===== config.mk =====
export PLATFORM = sky130hd
export DESIGN_NAME = btb_predictor
export DESIGN_NICKNAME = d
export VERILOG_FILES = /design/src/rtl/btb_predictor.sv
export SDC_FILE = /design/constraint.sdc
export NUM_CORES = 1
export LEC_CHECK = 0
export ABC_AREA = 1
export CORE_MARGIN = 2
export CORE_UTILIZATION = 40
export CTS_BUF_LIST = sky130_fd_sc_hd__clkbuf_4 sky130_fd_sc_hd__clkbuf_8
export DETAILED_ROUTE_END_ITERATION = 10
export DONT_BUFFER_PORTS = 1
export SYNTH_ARGS = -nofsm -noshare
export SYNTH_HDL_FRONTEND = slang
export SYNTH_SLANG_ARGS = --single-unit

===== constraint.sdc =====
create_clock -name clk -period 4.51 [get_ports clk]
set_clock_uncertainty 0.2 [all_clocks]
set_input_delay 0.902 -clock clk [delete_from_list [all_inputs] [get_ports clk]]
set_output_delay 0.902 -clock clk [all_outputs]
set_load 0.03 [all_outputs]

===== src/rtl/btb_predictor.sv =====
// Branch target buffer for the fetch stage: fully associative lookup with a
// registered prediction, trained by resolved branches reported from EXEC.
module btb_predictor #(
  parameter int ENTRIES  = 4,
  parameter int ADDR_W   = 32,
  parameter int CTR_W    = 2,
  parameter int INIT_CTR = 2
) (
  input  logic              clk,
  input  logic              rst,
  input  logic              f_valid,
  input  logic [ADDR_W-1:0] f_pc,
  output logic [ADDR_W-1:0] f_predict_addr,
  output logic              f_predict_valid,
  output logic              f_hit,
  input  logic              x_valid,
  input  logic [ADDR_W-1:0] x_pc,
  input  logic              x_taken,
  input  logic [ADDR_W-1:0] x_target,
  input  logic              flush
);

  localparam int IDX_W = (ENTRIES > 1) ? $clog2(ENTRIES) : 1;
  localparam logic [CTR_W-1:0] CTR_MAX  = {CTR_W{1'b1}};
  localparam logic [CTR_W-1:0] CTR_INIT = CTR_W'(INIT_CTR);

  logic              valid_q  [ENTRIES];
  logic              valid_d  [ENTRIES];
  logic [CTR_W-1:0]  ctr_q    [ENTRIES];
  logic [CTR_W-1:0]  ctr_d    [ENTRIES];
  logic [ADDR_W-1:0] tag_q    [ENTRIES];
  logic [ADDR_W-1:0] tag_d    [ENTRIES];
  logic [ADDR_W-1:0] target_q [ENTRIES];
  logic [ADDR_W-1:0] target_d [ENTRIES];
  logic [IDX_W-1:0]  rr_ptr_q;
  logic [IDX_W-1:0]  rr_ptr_d;

  logic [ADDR_W-1:0] f_predict_addr_q;
  logic [ADDR_W-1:0] f_predict_addr_d;
  logic              f_predict_valid_q;
  logic              f_predict_valid_d;
  logic              f_hit_q;
  logic              f_hit_d;

  logic              f_match;
  logic [IDX_W-1:0]  f_idx;
  logic              x_match;
  logic [IDX_W-1:0]  x_idx;
  logic              free_found;
  logic [IDX_W-1:0]  free_idx;
  logic [IDX_W-1:0]  victim;

  // Tags are unique among valid entries, so the last match is the only match.
  always_comb begin
    f_match    = 1'b0;
    f_idx      = '0;
    x_match    = 1'b0;
    x_idx      = '0;
    free_found = 1'b0;
    free_idx   = '0;
    for (int i = 0; i < ENTRIES; i++) begin
      if (valid_q[i] && (tag_q[i] == f_pc)) begin
        f_match = 1'b1;
        f_idx   = IDX_W'(i);
      end
      if (valid_q[i] && (tag_q[i] == x_pc)) begin
        x_match = 1'b1;
        x_idx   = IDX_W'(i);
      end
    end
    // Scan downward so the lowest-index free entry wins.
    for (int i = ENTRIES - 1; i >= 0; i--) begin
      if (!valid_q[i]) begin
        free_found = 1'b1;
        free_idx   = IDX_W'(i);
      end
    end
  end

  always_comb begin
    valid_d  = valid_q;
    ctr_d    = ctr_q;
    tag_d    = tag_q;
    target_d = target_q;
    rr_ptr_d = rr_ptr_q;
    victim   = free_found ? free_idx : rr_ptr_q;
    if (flush) begin
      for (int i = 0; i < ENTRIES; i++) valid_d[i] = 1'b0;
      rr_ptr_d = '0;
    end else if (x_valid) begin
      if (x_match) begin
        if (x_taken) begin
          if (ctr_q[x_idx] != CTR_MAX) ctr_d[x_idx] = ctr_q[x_idx] + 1'b1;
          target_d[x_idx] = x_target;
        end else if (ctr_q[x_idx] != '0) begin
          ctr_d[x_idx] = ctr_q[x_idx] - 1'b1;
        end
      end else if (x_taken) begin
        valid_d[victim]  = 1'b1;
        tag_d[victim]    = x_pc;
        target_d[victim] = x_target;
        ctr_d[victim]    = CTR_INIT;
        if (!free_found) rr_ptr_d = rr_ptr_q + 1'b1;
      end
    end
  end

  // Prediction reflects pre-update state; address holds when no lookup is made.
  always_comb begin
    f_predict_addr_d  = f_predict_addr_q;
    f_hit_d           = 1'b0;
    f_predict_valid_d = 1'b0;
    if (f_valid) begin
      f_hit_d           = f_match;
      f_predict_valid_d = f_match && ctr_q[f_idx][CTR_W-1];
      f_predict_addr_d  = f_match ? target_q[f_idx] : '0;
    end
  end

  always_ff @(posedge clk or posedge rst) begin
    if (rst) begin
      for (int i = 0; i < ENTRIES; i++) begin
        valid_q[i] <= 1'b0;
        ctr_q[i]   <= CTR_INIT;
      end
      rr_ptr_q          <= '0;
      f_predict_addr_q  <= '0;
      f_predict_valid_q <= 1'b0;
      f_hit_q           <= 1'b0;
    end else begin
      valid_q           <= valid_d;
      ctr_q             <= ctr_d;
      rr_ptr_q          <= rr_ptr_d;
      f_predict_addr_q  <= f_predict_addr_d;
      f_predict_valid_q <= f_predict_valid_d;
      f_hit_q           <= f_hit_d;
    end
  end

  // Tags and targets are qualified by valid, so they need no reset.
  always_ff @(posedge clk) begin
    tag_q    <= tag_d;
    target_q <= target_d;
  end

  assign f_predict_addr  = f_predict_addr_q;
  assign f_predict_valid = f_predict_valid_q;
  assign f_hit           = f_hit_q;

endmodule


Yosys cells after proc, flatten, opt, wreduce, memory -nomap -nowiden
Cells that the tools add are included.

storage, ports and cells
  flip-flop bits (word level) = 304
  bits in latches = 0
  RAM bits = 0
  memory bits (read-only) = 0
  output and inout bits = 34
  word-level logic and storage cells = 137
  memories kept = 0

operators by class
  add/sub/neg operators = 3
  multiply operators = 0
  div/mod/pow operators = 0
  order comparisons = 5
  equal/unequal tests = 12
  shift-type cells = 0
  mux-type cells = 67
  bitwise logic cells = 9
  reduce and logical (&&, ||, !) cells = 21

operators by type and width
  operator                                                              count
  128-bit bitwise mux                                                   3
  128-bit two-way mux                                                   3
  32-bit equality test                                                  8
  32-bit two-way mux                                                    5
  32-bit demux with 2-bit select                                        2
  32-bit binary-select mux with 2-bit select                            1
  2-bit two-way mux                                                     20
  8-bit two-way mux                                                     5
  1-bit two-way mux                                                     17
  8-bit bitwise mux                                                     2
  4-bit two-way mux                                                     4
  1-bit logical AND                                                     11
  2-bit nonzero test                                                    5
  3-bit greater-or-equal comparator, second input constant              3
  2-bit inverter with 3-bit output                                      3
  2-bit binary-select mux with 2-bit select                             2
  2-bit demux with 2-bit select                                         2
  4-bit bitwise OR                                                      2
  4-bit AND reduction                                                   2
  3-bit by 1-bit < comparator with 1-bit output, second input constant  2
  2-bit inequality test, second input constant                          3
  3-bit AND reduction                                                   2
  5-bit AND reduction                                                   1
  2-bit by 1-bit adder with 2-bit output, second input constant         2
  6 further kinds                                                       7

Logic depth before layout (Yosys ltp)
Gate-level depths: netlist (run 1).

  word-level depth = 15
  gate-level depth with buffers = 24
  mapped depth without buffers = 23

Least setup slack after synthesis (run 1)
OpenSTA, ideal clock, no wires.

  path type = in2reg
  start point = input x_pc[14]
  end point = register target_q[100] in the netlist's numbering, enable pin
  library setup time = 0.502 ns
  arrival = 4.831 ns
  data required time = 3.808 ns
  slack = -1.023 ns
  cell stages on the path = 8
  cells stage by stage = clkbuf_2 -> xnor2_1 -> nand2_1 -> nor3_1 -> nand2_1 -> nor2_1 -> a21boi_2 -> nor4_1

RTL lines
  what                  RTL line  source
  from (decl)           17        input logic [ADDR_W-1:0] x_pc,
  to (signal assigned)  143       target_q <= target_d;
  to (decl)             33        logic [ADDR_W-1:0] target_q [ENTRIES];

Worst setup path after layout (run 1)
  start point = register tag_q[27] in the netlist's numbering
  end point = register ctr_q[5] in the netlist's numbering

between the ends
  longest elaborated chain between the ends = 12
  elaborated cells between the ends (all ways) = 27

ends and longest elaborated chain
  what                                                                          RTL line    source
  from (decl)                                                                   31          logic [ADDR_W-1:0] tag_q [ENTRIES];
  from (signal assigned)                                                        142         tag_q <= tag_d;
  32-bit equality test (*)                                                      66          if (valid_q[i] && (tag_q[i] == x_pc)) begin
  1-bit logical AND (*)                                                         66
  2-bit two-way mux                                                             66
  2-bit inverter with 3-bit output (not written as such)                        93, 95, 96
  2-bit binary-select mux with 2-bit select (tied with other cells)             93, 95, 96
  2-bit two-way mux (not written as such) or 1-bit logical AND (tied branches)  93, 95, 96
  2-bit two-way mux (on tied branches)                                          93, 95, 96
  2-bit by 1-bit subtractor with 2-bit output (tied with other cells)           96          ctr_d[x_idx] = ctr_q[x_idx] - 1'b1;
  8-bit bitwise mux (on tied branches)                                          96, 93
  8-bit two-way mux (on tied branches)                                          95, 93
  8-bit two-way mux                                                             92          if (x_taken) begin
  8-bit two-way mux                                                             91          if (x_match) begin
  to (signal assigned)                                                          132         ctr_q <= ctr_d;
  to (decl)                                                                     29          logic [CTR_W-1:0] ctr_q [ENTRIES];

Mark *: on every way between the ends. The rest lies on a longest branch, timed or not. The select of a mux whose other input is x is not followed.
A chain may end at the register's enable or synchronous reset.

==> impl_metrics.tcl, run 1 <==
set metrics [dict create \
    status "complete, no violations" \
    cts.htree.levels 2 \
    core_um2 45100 \
    critical_path_class "reg2reg" \
    synth_edf_count 256 \
    gr-total-overflow 0 \
    endpoint_kind "register" \
    cap_violations 0 \
    root_buffer "clkbuf_8" \
    power_frac_comb_pct 8.4 \
    clkTransAtPathRegs_ns 0.06 \
    max_stage_delay_ns 0.56 \
    worstPathArrival_ns 4.27 \
    whs_path_depth 1 \
    synth.distinct_cells 48 \
    grt_usage_pct 36.2 \
    critical_path.top_delay_family "simple AND/OR/NAND/NOR gates" \
    path_cells "inv_1, nand2_1, nand2_1, nor2_1, nand2_1, nor2_1, nand3_1, nor2_2, nor2_4, nand3_1, nand2_1, nor2_2, inv_1, ha_1, xor2_1, inv_1, nor2_1, nand4_1, nand2_1, inv_1" \
    ant_nets 0 \
    rows 78 \
    fillers 4598 \
    drt_first_pass_iters 6 \
    layout_common_cells "nand2_1, nor2_1, inv_1" \
    vias 17100 \
    drt-total-wl_um 85300 \
    placed_cells_incl_taps 2942 \
    cts_buffer_depth 3 \
    leakage_nw 8.91 \
    slew_headroom_pct 34.1 \
    synth-seq-cells 304 \
    io_buffers 0 \
    grt_first_pass_wirelength_um 120000 \
    fmax_ghz 0.258 \
    viasPerCell 5.61 \
    grt_start_max_net_pins 36 \
    drt_iter0_drc 2307 \
    boundaryPins 136 \
    seq_area_frac_synth_pct 49.0 \
    gp_congestion 1.13 \
    power.switching_w 0.00167 \
    synthCells 2372 \
    fin_crit_sh_pct 85.9 \
    synth_nets 2476 \
    setup_viol 0 \
    cp_slowest_cell "edfxtp_1" \
    dp_hpwl_um 68200 \
    p_int_w 0.00479 \
    p_per_area_nw_per_um2 321 \
    insertion_delay_ns 0.66 \
    synth_flop_cell "edfxtp_1" \
    finalHoldViolations 0 \
    rsz0062_at_grt "false" \
    final_area_um2 20100 \
    peakVddDrop_v 0.000236 \
    die_height_um 217 \
    clkPwrFrac_pct 43.7 \
    place_ws_ns 0.330 \
    yosys_warnings 0 \
    hold_path_class "in2reg" \
    final_max_slew_viol_count 0 \
    dieArea_um2 47100 \
    die_w_um 217 \
    nets 2503 \
    start_util_pct 40.3 \
    reg2reg_depth 20 \
    synth_area_um2 18100 \
    switching_share_pct 25.8 \
    numCtsBuffers 54 \
    post_drt_wl_per_cell_um 28.0 \
    clkSinkCount 304 \
    area_growth_pct 11.0 \
    layout-drive-gt1-share_pct 7.90 \
    finalSetupTns_ns 0 \
    first_global_vias 16100 \
    path_depth 20 \
    sequentialPowerShare_pct 47.9 \
    async_flop_share_pct 15.8 \
    timing.final.ws_setup_ns 0.634 \
    route.detailed.drc 0 \
    cts_setup_buffers 0 \
    worstSetupStartpointType "register" \
    mostFrequentLayoutCell "nand2_1" \
    critPathMaxFanout 7 \
    period_minus_slack_ns 3.88 \
    synth.avg_cell_area_um2 7.65 \
    cp_data_required_time_ns 4.91 \
    stdcell_count 3045 \
    total_power_w 0.00646 \
    crit_top_cell "nand2_1" \
    worst_pin_slew_ns 0.985 \
    path_buf_inv 4 \
    placed_cell_area_um2 19000 \
    antenna_found_initial 1 \
    cts_tree "done" \
]
-- cells by family (layout without fill, tap and decap cells) --
| group | Yosys count | after routing | share of synthesized area (%) |
|---|---|---|---|
| AO/OA/AOI/OAI | 162 | 162 | 4.83 |
| AND/OR/NAND/NOR | 1474 | 1474 | 34.6 |
| adder cells (fa/ha/maj) | 2 | 2 | 0.138 |
| flip-flops | 304 | 304 | 49.0 |
| buffers and inverters | 357 | 429 | 7.88 |
| other | 0 | 1 | 0 |
| XOR/XNOR | 73 | 73 | 3.52 |
-- flip-flops by register name, indices dropped and copies added, names as in the netlist --
register	count
rr_ptr_q	2
tag_q	128
target_q	128
f_hit	1
valid_q	4
ctr_q	8
f_predict_valid	1
f_predict_addr	32
-- routing by layer --
metal	global-route usage (%)	vias to the layer above	part of all wire (%)
li1	-	7737	-
met1	50.4	8178	43
met2	55.0	981	43
met3	7.06	182	9.2
met4	15.0	2	4.6
met5	0	-	0.016
-- cell usage after synthesis, types with 21 or more instances --
cell	instances	area, µm²
dfrtp_1	44	1100
nand3b_1	40	300
o21ai_0	21	105
nand4_1	64	400
xnor2_1	48	420
a21oi_1	106	531
buf_2	22	110
nor3_1	95	475
nor2_1	304	1140
edfxtp_1	256	7690
nand2_1	825	3100
xor2_1	25	219
inv_1	274	1030
nand3_1	83	415
-- area by class of cell --
type / instances / area (µm²) / share of cell area, %
Clock inverter: 35 / 327 / 1.62
Tap cell: 600 / 751 / 3.73
Clock buffer: 66 / 833 / 4.14
Sequential cell: 304 / 8890 / 44.1
Antenna cell: 1 / 2.50 / 0.0124
Timing Repair Buffer: 35 / 315 / 1.57
Multi-Input combinational cell: 1711 / 7930 / 39.3
Inverter: 293 / 1100 / 5.46
-- power groups by stage --
stage / registers [W] / clock network, W / logic [W]
after detailed placement: 0.00315 / 0 / 0.000524
after floorplan: 0.00314 / 0 / 0.000318
after global routing: 0.00310 / 0.00298 / 0.000576
after CTS: 0.00310 / 0.00287 / 0.000527
after global placement: 0.00315 / 0 / 0.000528
final: 0.00310 / 0.00282 / 0.000544
-- per-stage QoR --
| step | util, % | hold WS [ns] |
|---|---|---|
| after global routing | 44.7 | 0.108 |
| after CTS | 44.7 | 0.0852 |
| after floorplan | - | 0.242 |
| final | 44.7 | 0.126 |
| after global placement | 42.1 | 0.266 |
| after detailed placement | 42.1 | 0.275 |
-- what timing repair did --
| item | 4_1_cts | 5_1_grt |
|---|---|---|
| endpoints found under the hold margin | 19 | 0 |
| hold buffers | 1 | 0 |
| gates resized for setup | 0 | 0 |
-- worst paths after layout --
kind,startpoint,end,slack (ns)
max in group asynchronous,rst,f_predict_addr[5]$_DFFE_PP0P_,2.76
min in group asynchronous,rst,f_predict_addr[25]$_DFFE_PP0P_,0.56
min,flush,valid_q[3]$_DFFE_PP0P_,0.13
max reg2reg,tag_q[27]$_DFFE_PP_,ctr_q[5]$_DFFE_PP1P_,0.63
max,tag_q[27]$_DFFE_PP_,ctr_q[5]$_DFFE_PP1P_,0.63
min reg2reg,ctr_q[4]$_DFFE_PP0P_,ctr_q[4]$_DFFE_PP0P_,0.29
(Power assumes the default switching activity.)
==> inputs of run 2 (changes only) <==
Settings changed: CELL_PAD_IN_SITES_DETAIL_PLACEMENT from default to 2, CELL_PAD_IN_SITES_GLOBAL_PLACEMENT from default to 2, CORE_UTILIZATION 40 to 35, PLACE_DENSITY_LB_ADDON from default to 0.1.
==> run 2 against run 1 <==
Effect of this change: highest routed layer unchanged; via count up 3.1%; final cell count up 3.2%; utilization is 4.8 points lower; largest cell class unchanged.
==> impl_metrics.tcl, run 2 (synthesized netlist as in run 1, its figures left out) <==
set metrics [dict create \
    leakage_nw 9.04 \
    endpoint_kind "register" \
    post_drt_wl_per_cell_um 30.6 \
    cp_data_required_time_ns 4.92 \
    fmax_ghz 0.269 \
    finalHoldViolations 0 \
    worstPathArrival_ns 4.12 \
    layout-drive-gt1-share_pct 8.74 \
    drt-total-wl_um 96100 \
    critPathMaxFanout 8 \
    layout_common_cells "nand2_1, nor2_1, inv_1" \
    critical_path_class "reg2reg" \
    final_area_um2 20500 \
    fin_crit_sh_pct 82.3 \
    ant_nets 0 \
    final_max_slew_viol_count 0 \
    sequentialPowerShare_pct 45.9 \
    period_minus_slack_ns 3.71 \
    hold_path_class "in2reg" \
    rsz0062_at_grt "false" \
    die_w_um 232 \
    cts_tree "done" \
    cts_buffer_depth 3 \
    use_met1_pct 48.4 \
    core_um2 51300 \
    worstSetupStartpointType "register" \
    boundaryPins 136 \
    antenna_found_initial 3 \
    holdWs_ns 0.0982 \
    grt_first_pass_wirelength_um 135000 \
    start_util_pct 35.4 \
    numCtsBuffers 57 \
    gr-total-overflow 0 \
    gp_congestion 1.07 \
    nets 2519 \
    dp_hpwl_um 77100 \
    root_buffer "clkbuf_8" \
    io_buffers 0 \
    stdcell_count 3143 \
    p_per_area_nw_per_um2 330 \
    peakVddDrop_v 0.000458 \
    placed_cell_area_um2 19200 \
    clkPwrFrac_pct 45.5 \
    grt_util_met2_pct 56.6 \
    setup_viol 0 \
    area_growth_pct 12.8 \
    cts.htree.levels 2 \
    mostFrequentLayoutCell "nand2_1" \
    grt_start_max_net_pins 37 \
    drt_iter0_drc 1646 \
    dieArea_um2 53700 \
    status "complete, no violations" \
    fillers 5963 \
    finalSetupTns_ns 0 \
    clkTransAtPathRegs_ns 0.07 \
    slew_headroom_pct 31.8 \
    cap_violations 0 \
    first_global_vias 18400 \
    vias 17600 \
    drt_first_pass_iters 7 \
    power.switching_w 0.00178 \
    clkSinkCount 304 \
    grt-busiest-layer "met2" \
    met3_usage_pct 5.49 \
    grt_usage_pct 35.7 \
    die_height_um 232 \
    route.detailed.drc 0 \
    placed_cells_incl_taps 3035 \
    switching_share_pct 26.4 \
    viasPerCell 5.60 \
    power_frac_comb_pct 8.6 \
    p_int_w 0.00497 \
    worst_pin_slew_ns 1.02 \
    insertion_delay_ns 0.68 \
    rows 83 \
]
-- run 2: final timing paths --
kind                            slack [ns]                        endpoint  cells after the start                 start
worst min register to register        0.31            ctr_q[4]$_DFFE_PP0P_                      2  ctr_q[4]$_DFFE_PP0P_
worst max-delay path                  0.80            ctr_q[5]$_DFFE_PP1P_                     21    tag_q[3]$_DFFE_PP_
max in group asynchronous             2.74  f_predict_addr[31]$_DFFE_PP0P_                      3                   rst
worst min-delay path                   0.1          valid_q[3]$_DFFE_PP0P_                      1                 flush
min in group asynchronous             0.46  f_predict_addr[22]$_DFFE_PP0P_                      2                   rst
worst max register to register        0.80            ctr_q[5]$_DFFE_PP1P_                     21    tag_q[3]$_DFFE_PP_
-- run 2: area by class of cell --
class / count / area (µm²) / area share (%)
Clock inverter: 29 / 293 / 1.43
Sequential cell: 304 / 8890 / 43.5
Antenna cell: 2 / 5.00 / 0.0245
Timing Repair Buffer: 48 / 425 / 2.08
Tap cell: 680 / 851 / 4.16
Clock buffer: 76 / 971 / 4.74
Multi-Input combinational cell: 1711 / 7930 / 38.7
Inverter: 293 / 1100 / 5.37
-- run 2: routing by layer --
metal,part of all wire (%),wire [µm],up-vias
met3,6.2,5910,165
met2,45,43700,607
met4,4.7,4490,2
li1,-,-,7770
met5,0.031,30,-
met1,44,42000,9063
-- run 2: power by group through the flow --
stage	combinational, W	sequential (W)	clock [W]
after detailed placement	0.000563	0.00315	0
after global routing	0.000613	0.00310	0.00322
after floorplan	0.000318	0.00314	0
after CTS	0.000567	0.00310	0.00312
after global placement	0.000553	0.00315	0
final	0.000581	0.00310	0.00307
-- run 2: repair_timing --
action,4_1_cts,5_1_grt
buffers inserted,0,0
resized for setup,0,0
hold buffers,1,0
hold endpoints to repair,12,0
-- run 2: worst max-delay path, cell delays in order, from the launching register on --
cell,delay [ns]
edfxtp_1,0.48
inv_1,0.07
nand2_1,0.22
nand2_1,0.09
nor2_1,0.13
nand2_1,0.06
nor2_1,0.18
nand3_1,0.22
nor2_2,0.29
nor2_4,0.11
nand3_1,0.09
nand2_1,0.08
nor2_2,0.21
inv_1,0.07
ha_1,0.19
nand2_1,0.08
inv_1,0.06
a21oi_2,0.39
nand3_1,0.20
nand2_1,0.11
nand2_1,0.06
inv_1,0.05
-- run 2: metrics by stage --
step	utilization, %	total power (W)	setup WS (ns)
final	39.9	0.00675	0.798
after detailed placement	37.4	0.00372	0.268
after floorplan	-	0.00346	0.305
after CTS	39.9	0.00678	0.815
after global placement	37.4	0.00370	0.467
after global routing	39.9	0.00693	0.526
